$ cat src/rtl/program_counter.sv
// program_counter
//   Program counter register for the single-cycle RISC-V core. Holds the address
//   of the instruction being fetched and loads the externally computed next PC
//   on every rising clock edge. There is no enable or stall.
//
// Ports
//   clk        in   system clock, rising-edge active
//   rst        in   asynchronous active-high reset; forces PC to RESET_VECTOR
//   NPC        in   next program counter, loaded at each rising edge out of reset
//   PC         out  current program counter (registered)
//   PC_plus4   out  PC + 4, combinational, wraps modulo 2^WIDTH
//   misaligned out  PC[1:0] != 0, combinational, informational only
module program_counter #(
   parameter int unsigned     WIDTH        = 32,
   parameter logic [WIDTH-1:0] RESET_VECTOR = '0
) (
   input  logic             clk,
   input  logic             rst,
   input  logic [WIDTH-1:0] NPC,
   output logic [WIDTH-1:0] PC,
   output logic [WIDTH-1:0] PC_plus4,
   output logic             misaligned
);

   logic [WIDTH-1:0] pc_d;
   logic [WIDTH-1:0] pc_q;

   // NPC is stored verbatim: no masking or alignment, the core owns legality.
   always_comb begin
      pc_d = NPC;
   end

   always_ff @(posedge clk or posedge rst) begin
      if (rst) begin
         pc_q <= RESET_VECTOR;
      end else begin
         pc_q <= pc_d;
      end
   end

   always_comb begin
      PC         = pc_q;
      // Carry out of the top bit is dropped, so 0xFFFFFFFC + 4 wraps to 0.
      PC_plus4   = pc_q + WIDTH'(4);
      misaligned = |pc_q[1:0];
   end

endmodule

$ cat config.mk
export PLATFORM = sky130hd
export DESIGN_NAME = program_counter
export DESIGN_NICKNAME = d
export VERILOG_FILES = /design/src/rtl/program_counter.sv
export SDC_FILE = /design/constraint.sdc
export NUM_CORES = 1
export LEC_CHECK = 0
export ABC_AREA = 1
export BUFFER_PORTS_ARGS = -buffer_cell sky130_fd_sc_hd__buf_2
export CAP_MARGIN = 20
export CORE_UTILIZATION = 35
export CTS_BUF_LIST = sky130_fd_sc_hd__clkbuf_16
export DETAILED_ROUTE_END_ITERATION = 8
export GPL_ROUTABILITY_DRIVEN = 0
export PLACE_DENSITY_LB_ADDON = 0.08
export SKIP_LAST_GASP = 1
export SLEW_MARGIN = 15
export SYNTH_ARGS = -nofsm -noshare
export SYNTH_HDL_FRONTEND = slang
export SYNTH_SLANG_ARGS = --single-unit
$ cat constraint.sdc
create_clock -name clk -period 1.25 [get_ports clk]
set_input_delay 0 -clock clk [delete_from_list [all_inputs] [get_ports clk]]
set_output_delay 0 -clock clk [all_outputs]
set_load 0.005 [all_outputs]
; Word-level counts from Yosys, hierarchy flattened
; Cells that the tools add are included.
[totals]
ff_bits = 32
inputBits = 34
out_inout_bits = 65
[op_classes]
add_sub_neg = 1
reduce_logical = 1
[ops]
columns = op, count
row1 = "32-bit by 3-bit adder with 32-bit output, second input constant", 1
row2 = 2-bit OR reduction, 1

; Longest topological paths before layout
[logic_depth]
depth_word = 1
ltp_mapped = 8
ltp_nobuf = 8

; Least setup slack after synthesis
; Ideal clock, no wire load.
[synth_timing]
path_kind = flip-flop to output port
from = register pc_q[2], in the netlist PC[2]
to = output PC_plus4[18]
arrival_time_ps = 1206
required_time_ps = 1250
setup_slack_ps = 44
stages_incl_launch_ff = 7
path_cell_list = dfrtp_1 > ha_1 > nand2_1 > nor2_1 > nand2_2 > nor2_4 > xor2_1
[synth_between]
elab_chain_len = 1
[synth_rtl]
columns = item, line_no
row1 = from (decl), 26  ; logic [WIDTH-1:0] pc_q;
row2 = from (signal assigned), 37  ; pc_q <= pc_d;
row3 = 32-bit by 3-bit adder with 32-bit output, 44  ; PC_plus4 = pc_q + WIDTH'(4);
row4 = to (decl), 21  ; output logic [WIDTH-1:0] PC_plus4,
; No other way between the ends.

; Worst setup path after layout
[layout_timing]
from = register pc_q[3], in the netlist PC[3]
to = output PC_plus4[13]
; Same word-level chain as after synthesis.

==> reports/metrics.yaml <==
status: "finished with violations"
violations: "design-rule violations, negative setup slack"
final_cells: 427
placementRows: 24
p_leak_nw: 1.60
ys_top_cells_by_area: "dfrtp_1 48%, nand2_1 18%, nor2_1 6.8%"
die_w_microns: 70.8
synth_nets: 242
routed-via-count: 1919
cts-buffers-inserted: 5
area_delta_synth_final_pct: 81.8
grt_util_all_layers: 0.198
netlist_area_sq_um: 1660
irDropWorstVdd_uv: 835
portBuffers: 98
start_util: 0.373
grt_pass1_wl_microns: 7780
first_pass_iters: 7
core_sq_um: 4440
tritoncts: "built"
grt_max_degree: 33
arrival_ns: 1.60
clock.fmax_mhz: 627
finalHoldViolCount: 0
die_h_microns: 70.8
clk_pin_slew_ns: 0.05
required_ns: 1.25
antenna_left: 0
drv_cap: 0
synth-seq-cells: 32
antenna_cells: 0
fin_ws_ns: -0.345
ios: 99
grt_pass1_vias: 1807
final.min_clock_period_ns: 1.60
hold_class: "primary input to async pin"
postLayoutCoreUtil: 0.678
largest_register_ffs: 32
yosysTopAreaCell: "dfrtp_1"
path_common_cell: "nor2_4"
synth-seq-area-share: 0.483
slew_violations: 0
finalCritPeriodShare: 1.28
end_kind: "primary output"
powerDensity_nw_per_um2: 986
worst_path_max_delay_cell: "dfrtp_1"
critPathMaxStageDelay_ns: 0.39
syn_avg_cell_area_sq_um: 8.00
cts_htree_levels: 2
rsz0062_at_grt: "true"
synth_top_area_frac: 0.483
crit_chain: "buf_4 > nand2_1 > nor2_4 > nand2_4 > nor2_4 > xor2_1 > buf_2"
cts.sinks: 32
synthCells: 207
relSlewSlack: 0.741
root_buffer: "clkbuf_16"
detail_route.wl_per_cell_microns: 11.6
antenna_found_initial: 0
die_area_sq_um: 5010
total_power_mw: 2.97
fillers: 393
tightest_slew_ns: 0.388
crit_type: "flop to primary output"
worst_setup_path_start_kind: "flop"
clockBufferDepth: 2
tns_ns: -7.71
holdWs_ns: 0.348
layout-drive-gt1-share: 0.424
place_inst: 378
overflow: 0
synth.distinct_cells: 16
first_iter_violations: 88
viasPerCell: 4.49
crit_fanout: 4
wirelength_microns: 4950
drc: 14
ys.warnings.count: 0
setup_viol: 28
dp_hpwl_microns: 3590
finalNetCount: 409
layout_commonest_cell: "buf_2"
layout_common_cells: "98 x buf_2, 79 x nand2_1, 33 x dlygate4sd3_1"
[path summary, 6_finish.rpt]
check | startpoint | to | cells past startpoint
setup / recovery | PC[3] | PC_plus4[13] | 7
hold / removal | rst | PC[1] | 4
max in group asynchronous | rst | PC[4] | 4
min in group clk | NPC[14] | PC[14] | 2
[routing by layer]
layer  vias to the layer above  part of all wire  GRT usage
met1                       883              0.42      0.249
met3                         7             0.069     0.0456
met2                        76              0.50      0.350
li1                        953                 -          -
met5                         -                 0          0
met4                         0            0.0089     0.0400
[worst max-delay path: cells and delay by family, from the launching register on]
family | cells | cell delay (ns)
xor+xnor | 1 | 0.16
buf+inv | 2 | 0.26
simple gates | 4 | 0.50
flops | 1 | 0.39
[power breakdown]
part / internal [mW] / total, mW / switching (mW) / leakage (nW)
clock network: 0.927 / 1.34 / 0.411 / 0.0850
logic: 0.281 / 0.480 / 0.199 / 1.14
registers: 1.09 / 1.15 / 0.0591 / 0.372
[Yosys cell counts (all sizes together)]
cell type and instances:
dfrtp 32, xnor2 4, xor2 11, inv 16
nand3b 8, ha 1, nor2 39, or2 1
nand2 84, buf 2, and2 3, nand3 6
[metrics by stage]
stage	setup WS (ns)	area, sq um
floorplan	0.0445	1660
global placement	-0.120	2370
detailed placement	-0.153	2370
CTS	-0.335	2950
global route	-0.460	3010
finish	-0.345	3010
[what timing repair did]
| action | in CTS | in global routing |
|---|---|---|
| hold buffers | 33 | 0 |
| gates resized for setup | 14 | 7 |
| endpoints found under the setup margin | 27 | 28 |
| buffers inserted | 4 | 4 |
| hold endpoints to repair | 64 | 0 |
| pin swaps | 14 | 6 |
[layout make-up]
class	instances	area [sq um]	area share
clock buffer	5	125	0.0415
timing repair buffer	162	1060	0.354
inverter	16	60.1	0.0199
sequential	32	802	0.266
multi-input combinational	157	856	0.284
tap	52	65.1	0.0216
clock inverter	3	38.8	0.0129
[logic make-up (layout without fill, tap and decap cells)]
family                   after synthesis  after routing  share of synthesized area
AND/OR/NAND/NOR                      141            141                      0.384
flip-flops                            32             32                      0.483
buffers and inverters                 18            186                     0.0453
XOR/XNOR                              15             15                     0.0793
adder cells (fa/ha/maj)                1              1                    0.00755
Power figures use the tool's default switching activity.
